### src/rtl/seq_compare.sv
// Multi-cycle magnitude comparator that walks the operands MSB slice first, DIGIT bits per cycle.
// It stops at the first differing slice. Unsigned and two's-complement modes are supported.
module seq_compare #(
    parameter int WIDTH = 16,
    parameter int DIGIT = 4
) (
    input  logic             clk,
    input  logic             rst,
    input  logic             start,
    input  logic             signed_mode,
    input  logic [WIDTH-1:0] a,
    input  logic [WIDTH-1:0] b,
    output logic             busy,
    output logic             done,
    output logic             x,
    output logic             y,
    output logic             z,
    output logic             state_dbg
);

    localparam int N  = WIDTH / DIGIT;
    localparam int IW = (N > 1) ? $clog2(N) : 1;
    localparam logic [IW-1:0] LAST = IW'(N - 1);

    // Handshake: start is sampled only in IDLE. The done pulse lands in IDLE, so a start
    // asserted during the done cycle is accepted and runs back-to-back. Start in RUN is ignored.
    typedef enum logic {IDLE, RUN} state_t;

    state_t             state, state_nxt;
    logic [WIDTH-1:0]   a_q, b_q;
    logic               mode_q;
    logic [IW-1:0]      idx, idx_nxt;
    logic [DIGIT-1:0]   slice_a, slice_b;
    logic               finish;
    logic               res_x, res_y, res_z;

    // Offset-binary trick: flipping the sign bit of slice 0 lets every slice compare unsigned.
    always_comb begin
        slice_a = '0;
        slice_b = '0;
        for (int i = 0; i < N; i++) begin
            if (idx == IW'(i)) begin
                slice_a = a_q[WIDTH-1-i*DIGIT -: DIGIT];
                slice_b = b_q[WIDTH-1-i*DIGIT -: DIGIT];
            end
        end
        if (mode_q && idx == '0) begin
            slice_a[DIGIT-1] = ~slice_a[DIGIT-1];
            slice_b[DIGIT-1] = ~slice_b[DIGIT-1];
        end
    end

    always_comb begin
        state_nxt = state;
        idx_nxt   = idx;
        finish    = 1'b0;
        res_x     = 1'b0;
        res_y     = 1'b0;
        res_z     = 1'b0;
        case (state)
            IDLE: begin
                if (start) begin
                    state_nxt = RUN;
                    idx_nxt   = '0;
                end
            end
            RUN: begin
                if (slice_a != slice_b) begin
                    finish    = 1'b1;
                    res_x     = (slice_a > slice_b);
                    res_y     = !(slice_a > slice_b);
                    state_nxt = IDLE;
                end else if (idx == LAST) begin
                    finish    = 1'b1;
                    res_z     = 1'b1;
                    state_nxt = IDLE;
                end else begin
                    idx_nxt = idx + 1'b1;
                end
            end
            default: state_nxt = IDLE;
        endcase
    end

    always_ff @(posedge clk or posedge rst) begin
        if (rst) begin
            state  <= IDLE;
            idx    <= '0;
            a_q    <= '0;
            b_q    <= '0;
            mode_q <= 1'b0;
            done   <= 1'b0;
            x      <= 1'b0;
            y      <= 1'b0;
            z      <= 1'b0;
        end else begin
            state <= state_nxt;
            idx   <= idx_nxt;
            done  <= finish;
            if (state == IDLE && start) begin
                a_q    <= a;
                b_q    <= b;
                mode_q <= signed_mode;
            end
            if (finish) begin
                x <= res_x;
                y <= res_y;
                z <= res_z;
            end
        end
    end

    assign busy      = (state == RUN);
    assign state_dbg = (state == RUN);

endmodule

### config.mk
export PLATFORM = sky130hd
export DESIGN_NAME = seq_compare
export DESIGN_NICKNAME = d
export VERILOG_FILES = /design/src/rtl/seq_compare.sv
export SDC_FILE = /design/constraint.sdc
export NUM_CORES = 1
export LEC_CHECK = 0
export CAP_MARGIN = 10
export CORE_MARGIN = 4
export CORE_UTILIZATION = 47
export DETAILED_ROUTE_END_ITERATION = 8
export HOLD_SLACK_MARGIN = 0.08
export PLACE_DENSITY_LB_ADDON = 0.05
export SYNTH_ARGS = -nofsm -noshare
export SYNTH_HDL_FRONTEND = slang
export SYNTH_SLANG_ARGS = --single-unit
### constraint.sdc
create_clock -name clk -period 5.84 [get_ports clk]
set_clock_uncertainty 0.2 [all_clocks]
set_input_delay 1.168 -clock clk [delete_from_list [all_inputs] [get_ports clk]]
set_output_delay 1.168 -clock clk [all_outputs]
set_load 0.02 [all_outputs]
==> results.yml <==
pwr:
  power.internal_w: 0.000814
  clkPwrFrac_pct: 14.3
  cellPowerDensity_mw_per_mm2: 521
  peakVddDrop_mv: 0.273
  p_switching_w: 0.000459
  p_leak_nw: 1.03
  p_seq_share_pct: 37.8
  finalPower_w: 0.00127
  swShare_pct: 36.1
  pwr-share-comb_pct: 47.9
yosys:
  syn-num-nets: 203
  yosysSeqAreaShare_pct: 52.3
  avgSynthCellArea_um2: 12.0
  synth_top_area_cell: "dfrtp_1"
  postSynthCellCount: 159
  synth_edf_count: 0
  ys_async_sr_fraction_pct: 100
  yosys.area.top_type_share_pct: 52.3
  ys_top_cells_by_area: "dfrtp_1 (52%), mux2_2 (19%), ha_1 (5.2%), o21ai_0 (3.4%), nand2_1 (2.5%)"
  syn_area_mm2: 0.00191
  ys_ff_latch: 40
  yosysWarnings: 0
  ys_dominant_reg_cell: "dfrtp_1"
  ys_types: 31
drt:
  dr.pass1.iters: 4
  drt-wirelength-per-cell_um: 15.0
  viasPerCell: 5.33
  top_layer_used: "met4"
  drt_iter0_drc: 58
  drc: 0
  drt_wl_total_mm: 3.73
  num_vias: 1328
  ant_nets: 0
  met2WireLength_mm: 1.84
  wl_met3_um: 180
  drt-met1-wl_mm: 1.65
cts:
  clock_path_buffers: 2
  clk_pin_slew_ps: 70
  cts_setup_buffers: 0
  numCtsBuffers: 5
  cts_num_sinks: 40
  htree_num_levels: 2
  ctsResizeCount: 0
  cts-root-buf: "clkbuf_8"
  clk_latency_ps: 290
  cts_tree: "built"
  hold_buffers: 0
setup_path:
  cp.arrival_ps: 3160
  start_kind: "register"
  cp-end-kind: "register"
  critPathKind: "register to register"
  worst_ep_required_time_ps: 5820
  critPathMaxStageDelay_ps: 450
  critical_path_depth: 9
  path_cells: "inv_1, ha_1, inv_1, o311ai_0, xnor2_1, ha_1, nand4_2, or3b_4, mux2_4"
  cp_max_fo: 10
  cp_slowest_cell: "o311ai_0"
  reg2reg_depth: 9
  crit_family: "adder cells"
  path_buf_inv: 2
timing:
  max_freq_mhz: 314
  slew_violations: 0
  setup_tns_ps: 0
  holdWs_ps: 306
  layout_worst_path_cycle_share_pct: 54.5
  setup_viol: 0
  min_period_ps: 3180
  worst_slew_pin_slew_ps: 662
  max-slew-margin-rel_pct: 55.9
  hold_viol_final: 0
  rsz0062_at_grt: "false"
global_routing:
  grt_pass1_vias: 1359
  grt_max_degree: 41
  antenna_found_initial: 0
  grt_overflow: 0
  track_usage_pct: 16.0
  grt_pass1_wl_mm: 6.27
finish:
  fin_nets: 244
  final_common_cell: "clkdlybuf4s50_1"
  drive_above_1_share_pct: 22.9
  area_growth_pct: 27.7
  fin_area_mm2: 0.00244
  insertedDiodeCount: 0
  final_cell_mix: "clkdlybuf4s50_1 (41), dfrtp_1 (40), mux2_2 (32)"
  fillCellCount: 296
worst_hold_path:
  holdPathStages: 2
  min_path_type: "register to register"
flow_run:
  maxCapViolations: 0
floorplanning:
  ioPinCount: 42
  die_y_um: 71.8
  rows: 22
  start_util_pct: 50.4
  core_mm2: 0.00380
  dieArea_mm2: 0.00516
  dieWidth_um: 71.8
place:
  dp_hpwl_mm: 2.75
  placed_area_mm2: 0.00235
  globalplace.congestion: 0.811
  port_buffers: 41
status:
  run_status: "completed"
## tightest hold or removal path, cell delays in order, from the launching register on
cell and delay (ps):
dfrtp_1 350, nand3_1 60, o21ai_0 60
## state kept, by name, summed over array words and instances (netlist names)
signal / count
idx: 2
busy: 1
done: 1
b_q: 16
mode_q: 1
x: 1
z: 1
y: 1
a_q: 16
## kinds of logic after synthesis
logic type               Yosys count  synth area share (%)
multiplexers                      34                  20.1
buffers and inverters             14                  3.46
XOR/XNOR                           2                 0.915
AND/OR/NAND/NOR                   29                  7.65
adder cells (fa/ha/maj)            8                  5.23
AO/OA/AOI/OAI                     32                  10.3
flip-flops                        40                  52.3
## worst paths after layout
path / from / slack (ps) / endpoint
max reg2reg: idx[0]$_DFFE_PP0P_ / 2660 / idx[1]$_DFFE_PP0P_
max in group asynchronous: rst / 4010 / a_q[1]$_DFFE_PP0P_
min in group asynchronous: rst / 1090 / b_q[11]$_DFFE_PP0P_
min: x$_DFFE_PP0P_ / 310 / x$_DFFE_PP0P_
min reg2reg: x$_DFFE_PP0P_ / 310 / x$_DFFE_PP0P_
max: idx[0]$_DFFE_PP0P_ / 2660 / idx[1]$_DFFE_PP0P_
## layout make-up
cell class | count | area (µm²) | share of cell area (%)
tap | 48 | 60.1 | 2.46
inverter | 5 | 18.8 | 0.768
sequential | 40 | 1000 | 40.9
timing repair buffer | 43 | 425 | 17.4
multi-input combinational | 105 | 850 | 34.7
clock buffer | 8 | 90.1 | 3.68
## metal layers
metal / up-vias / GRT usage (%)
met3: 5 / 6.31
li1: 645 / -
met5: - / 0
met1: 651 / 20.6
met2: 27 / 24.9
met4: 0 / 5.01
## metrics by stage
| stage | util, % | worst slack, ps | std cells |
|---|---|---|---|
| 2_1_floorplan | - | 3050 | 159 |
| 3_3_place_gp | 62.0 | 2800 | 241 |
| 3_5_place_dp | 62.0 | 2660 | 241 |
| 4_1_cts | 64.4 | 2670 | 249 |
| 5_1_grt | 64.4 | 2440 | 249 |
| 6_report | 64.4 | 2660 | 249 |
## cells in the mapped netlist, types with 3 or more instances
cell type and instances:
dfrtp_1 40, mux2_2 32, nand2_1 13, o21ai_0 13, a21oi_1 8, ha_1 8
buf_2 5, inv_1 5, nor2_1 4, a211oi_1 3
## power by group through the flow
stage / logic (W) / registers [W] / clock network [W]
floorplan: 0.000457 / 0.000469 / 0
global placement: 0.000580 / 0.000487 / 0
detailed placement: 0.000610 / 0.000487 / 0
CTS: 0.000614 / 0.000483 / 0.000187
global route: 0.000682 / 0.000496 / 0.000199
finish: 0.000610 / 0.000481 / 0.000183
No activity file was read; power rests on OpenSTA's default activity.
==> variant 1: new RTL, same settings <==
The parameter `WIDTH` goes from 16 to 32.
--- a/src/rtl/seq_compare.sv
+++ b/src/rtl/seq_compare.sv
@@ -2,5 +2,5 @@
 // It stops at the first differing slice. Unsigned and two's-complement modes are supported.
 module seq_compare #(
-    parameter int WIDTH = 16,
+    parameter int WIDTH = 32,
     parameter int DIGIT = 4
 ) (
Interface: changed (resized a and b); port bits go from 42 to 74. No check against the original RTL was run, so the function may have changed too.
==> variant 1 against the unedited design <==
- setup slack lost 0.58 ns
- non-clock buffer count grew 33
- first-iteration DRC count grew 120%
- utilization shrank 4.1 points
- sequential cell count grew 33
- cell area grew 90%
- routed wire length grew 120%
- sequential power grew 82%
- sequential share of layout area shrank 1.5 points
- clock power grew 140%
- critical path depth grew 3
- total power grew 71%
- cell count grew 94%
- area after synthesis grew 93%
- highest routed layer unchanged
==> variant 1: results (changes against the unedited design) <==
Run status
  – Outcome: finished clean

Synthesis
  – Ys async rst share: 1.00 (unchanged)
  – Netlist cell types: 41 (+32%)
  – Synth Area in XOR/XNOR: 0.00474 (-0.00441)
  – Mux contribution to synthesized area: 0.206 (+0.00505)
  – Synthesized Nets: 389 (+92%)
  – Sequential share of the synthesized area: 0.494 (-0.0290)
  – Synth Flop Type: dfrtp_1
  – Synth Area in Compound Gates: 0.115 (+0.0118)
  – Adder-Cell Fraction of Synth Area: 0.0338 (-0.0185)
  – Synth area leaders: dfrtp_1 (49%), mux2_2 (18%), ha_1 (3.4%), nand2_1 (2.8%), buf_6 (2.4%)
  – Top cells by count, synth: dfrtp_1 (73), mux2_2 (58), nand2_1 (28)

Clock tree
  – Clock root buffer: clkbuf_8
  – CTS buffer count: 9 (+4)
  – H-Tree Level Count: 3 (+1)
  – Clk Latency, worst-skew pair: 0.35 ns (+0.06 ns)

Global routing
  – Vias in the first global route: 2617 (+93%)
  – Total track usage: 0.180 (+0.0196)
  – First-pass GRT wire length: 13400 um (+110%)
  – Largest net degree at the start of global routing: 70 (+71%)

Worst setup path
  – Crit-path max FO: 21 (+11)
  – Worst stage delay on the critical path: 0.79 ns (+0.34 ns)
  – Slowest CP cell: dfrtp_1
  – Worst path top cell family by delay: flip-flops
  – Worst EP arrival: 3.80 ns (+0.64 ns)

Placement
  – Routability cong.: 0.783 (-3.4%)
  – # port buffers: 73 (+78%)
  – Post-DP HPWL: 5680 um (+110%)
  – Setup WS pre-CTS: 2.08 ns (-0.582 ns)

Routing
  – Drt first-iter violations: 130 (+120%)
  – Drt first pass iters: 4 (unchanged)
  – Via density: 5.30 (-0.62%)
  – Final WL: 8090 um (+120%)

Pwr
  – Sw frac: 0.333 (-0.0272)
  – Flop pwr share: 0.403 (+0.025)
  – Leak: 0.00192 uW (+87%)
  – Peak VDD IR: 177 uV (-35%)
  – P_clk: 438 uW (+140%)
  – Pwr/cell area: 469 mW/mm^2 (-9.9%)

Final layout
  – Share of post-route cells with drive strength above 1: 0.234 (+0.00474)
  – Top Registers: a_q: 32 flops, b_q: 32 flops, idx: 3 flops
  – Total Nets Final: 455 (+86%)

Min path
  – Min-Delay Path Class: register to register

Timing
  – Worst Tran Pin Value: 0.897 ns (+0.235 ns)
variant 1: through the flow:
stage,cell area [um^2],instances
3_3_place_gp,4420,468
2_1_floorplan,3700,311
3_5_place_dp,4420,468
4_1_cts,4640,483
6_report,4640,483
5_1_grt,4640,483
variant 1: cell families (layout without fill, tap and decap cells):
group / count (synthesis) / count (layout)
xor gates and xnor gates: 2 / 2
adders and majority gates: 10 / 10
muxes: 66 / 66
AOI/OAI and AO/OA: 64 / 64
DFF: 73 / 73
and+or+nand+nor: 65 / 65
buffers and inverters: 31 / 101
variant 1: final timing paths:
kind	start	end	slack (ns)	cells past startpoint
max	idx[2]$_DFFE_PP0P_	idx[0]$_DFFE_PP0P_	2.07	12
min	a_q[21]$_DFFE_PP0P_	a_q[21]$_DFFE_PP0P_	0.30	1
max reg2reg	idx[2]$_DFFE_PP0P_	idx[0]$_DFFE_PP0P_	2.07	12
min reg2reg	a_q[21]$_DFFE_PP0P_	a_q[21]$_DFFE_PP0P_	0.30	1
max in group asynchronous	rst	b_q[20]$_DFFE_PP0P_	3.41	3
min in group asynchronous	rst	a_q[4]$_DFFE_PP0P_	1.08	2
variant 1: final cells by class:
cell class | count | area [um^2]
Tap cell | 102 | 128
Sequential cell | 73 | 1830
Fill cell | 683 | 3050
Clock inverter | 5 | 80.1
Timing Repair Buffer | 76 | 753
Inverter | 10 | 42.5
Multi-Input combinational cell | 207 | 1670
Clock buffer | 10 | 138
variant 1: metal layers:
metal | up-vias | routed length, um | global-route usage
li1 | 1248 | - | -
met5 | - | 0 | 0
met2 | 63 | 3900 | 0.280
met3 | 7 | 399 | 0.0497
met1 | 1242 | 3680 | 0.242
met4 | 0 | 112 | 0.0616
==> variant 2: new RTL, config.mk and constraints unchanged <==
Made on the original files. The output `done` loses its register stage (`done` becomes a continuous assignment). Comments in the files are not updated.
--- a/src/rtl/seq_compare.sv
+++ b/src/rtl/seq_compare.sv
@@ -90,5 +90,4 @@
             b_q    <= '0;
             mode_q <= 1'b0;
-            done   <= 1'b0;
             x      <= 1'b0;
             y      <= 1'b0;
@@ -97,5 +96,4 @@
             state <= state_nxt;
             idx   <= idx_nxt;
-            done  <= finish;
             if (state == IDLE && start) begin
                 a_q    <= a;
@@ -111,4 +109,6 @@
     end
 
+    assign done = finish;
+
     assign busy      = (state == RUN);
     assign state_dbg = (state == RUN);
Behaviour: not the same (Yosys sat finds a counterexample within 4 cycles, from zero or initial values and one cycle with rst high).
==> variant 2 against the unedited design <==
- global-route usage is 0.81 points lower
- sequential cell count fell by 1
- routed wire length fell by 4.2%
- area after synthesis fell by 1.3%
- synthesized cell count is 0.63% lower
- total power rose by 0.12%
- setup slack lost 1.4 ns
- cell area fell by 0.46%
- critical path depth increased by 1
==> variant 2: results (changes against the unedited design) <==
Final layout
  – Ant. Diodes: 0 (unchanged)
  – Clock buffer count: 7 (-1)
  – Register area: 976 um^2 (-2.5%)
  – Fraction of area in multi-input gates: 0.349 (+0.00161)
  – Non-CTS inverters: 5 (unchanged)
  – Top Registers: a_q: 16 flops, b_q: 16 flops, idx: 2 flops
  – Multi-input gates: 105 (unchanged)
  – Share of post-route cells with drive strength above 1: 0.240 (+0.0111)
  – Clk cell area share: 0.0427 (+0.00583)
  – Non-clk bufs: 43 (unchanged)
  – Non-clk buf share: 0.175 (+0.000805)
  – Layout fillers: 295 (-0.34%)

Synthesis
  – Avg Inst Size Synth: 12.0 um^2 (-0.68%)
  – Synth area leaders: dfrtp_1 (52%), mux2_2 (19%), ha_1 (5.3%), o21ai_0 (3.4%), nand2_1 (2.6%)
  – Netlist cell types: 31 (unchanged)
  – Top cells by count, synth: dfrtp_1 (39), mux2_2 (32), nand2_1 (13), o21ai_0 (13)
  – Yosys Warn Count: 0 (unchanged)
  – Synthesized Nets: 202 (-0.49%)
  – Sequential share of the synthesized area: 0.517 (-0.00632)
  – Yosys reg bits: 39 (-2.5%)
  – Ys async rst share: 1.00 (unchanged)

Pwr
  – Leak: 0.00102 uW (-0.74%)
  – Peak VDD IR: 236 uV (-13%)

Timing
  – Worst Tran Pin Value: 0.657 ns (-0.00502 ns)

Global routing
  – Total track usage: 0.152 (-0.00805)
  – Largest net degree at the start of global routing: 40 (-2.4%)
  – First-pass GRT wire length: 6070 um (-3.3%)
  – Initial antenna violation count: 0 (unchanged)
  – Vias in the first global route: 1295 (-4.7%)

Clock tree
  – CTS buffer count: 5 (unchanged)
  – Setup Fix Bufs, Post-CTS: 0 (unchanged)
  – Resize count post-CTS: 0 (unchanged)
  – Worst-path clk slew: 0.07 ns (about the same)
  – H-Tree Level Count: 2 (unchanged)
  – Clock root buffer: clkbuf_8
  – Clk Latency, worst-skew pair: 0.29 ns (about the same)
  – Longest Clk Path Bufs: 2 (unchanged)

Min path
  – Min-Delay Path Class: register to register

Placement
  – # port buffers: 41 (unchanged)
  – Placed insts: 240 (-0.41%)
  – Routability cong.: 0.835 (+3.0%)
  – Setup WS pre-CTS: 1.56 ns (-1.11 ns)
  – Post-DP HPWL: 2700 um (-1.6%)

Routing
  – Via density: 5.32 (-0.20%)
  – Drt first pass iters: 4 (unchanged)
  – DR WL/cell: 14.4 um (-3.8%)
  – Final WL: 3570 um (-4.2%)
  – Drt first-iter violations: 106 (+83%)

Worst setup path
  – Slowest CP cell: clkdlybuf4s50_1
  – Worst path top cell family by delay: buffers and inverters
  – Worst stage delay on the critical path: 0.60 ns (+0.15 ns)
  – Worst EP arrival: 3.21 ns (+0.05 ns)
  – Crit-path max FO: 10 (unchanged)

Run status
  – Outcome: finished clean
variant 2: kinds of logic after synthesis:
| group | share of synthesized area |
|---|---|
| xor gates and xnor gates | 0.00927 |
| AOI/OAI and AO/OA | 0.105 |
| buffers and inverters | 0.0351 |
| DFF | 0.517 |
| adders and majority gates | 0.0530 |
| muxes | 0.204 |
| and+or+nand+nor | 0.0775 |
variant 2: metrics by stage:
stage	hold slack [ns]	instance area, um^2	util
floorplan	0.272	1890	-
global placement	0.282	2330	0.618
detailed placement	0.300	2330	0.618
CTS	0.319	2430	0.645
global route	0.341	2430	0.645
finish	0.317	2430	0.645
variant 2: routing by layer:
metal / up-vias / share of wire / track usage / wire [um]
met4: 0 / 0.022 / 0.0731 / 78
li1: 641 / - / - / -
met5: - / 0 / 0 / 0
met3: 9 / 0.060 / 0.0491 / 213
met1: 638 / 0.45 / 0.204 / 1610
met2: 32 / 0.47 / 0.222 / 1670
variant 2: final timing paths:
kind,start,end,slack [ns],depth (start not counted)
max,idx[0]$_DFFE_PP0P_,done,1.27,10
min,b_q[13]$_DFFE_PP0P_,b_q[13]$_DFFE_PP0P_,0.32,1
max reg2reg,idx[0]$_DFFE_PP0P_,idx[1]$_DFFE_PP0P_,2.67,9
min reg2reg,b_q[13]$_DFFE_PP0P_,b_q[13]$_DFFE_PP0P_,0.32,1
max in group asynchronous,rst,b_q[8]$_DFFE_PP0P_,4.02,3
min in group asynchronous,rst,b_q[11]$_DFFE_PP0P_,1.08,3
variant 2: report_power, final:
part / internal (uW) / leakage (uW) / switching [uW]
clock: 107 / 0.0000505 / 88.7
combinational: 322 / 0.000508 / 287
sequential: 390 / 0.000464 / 80.6
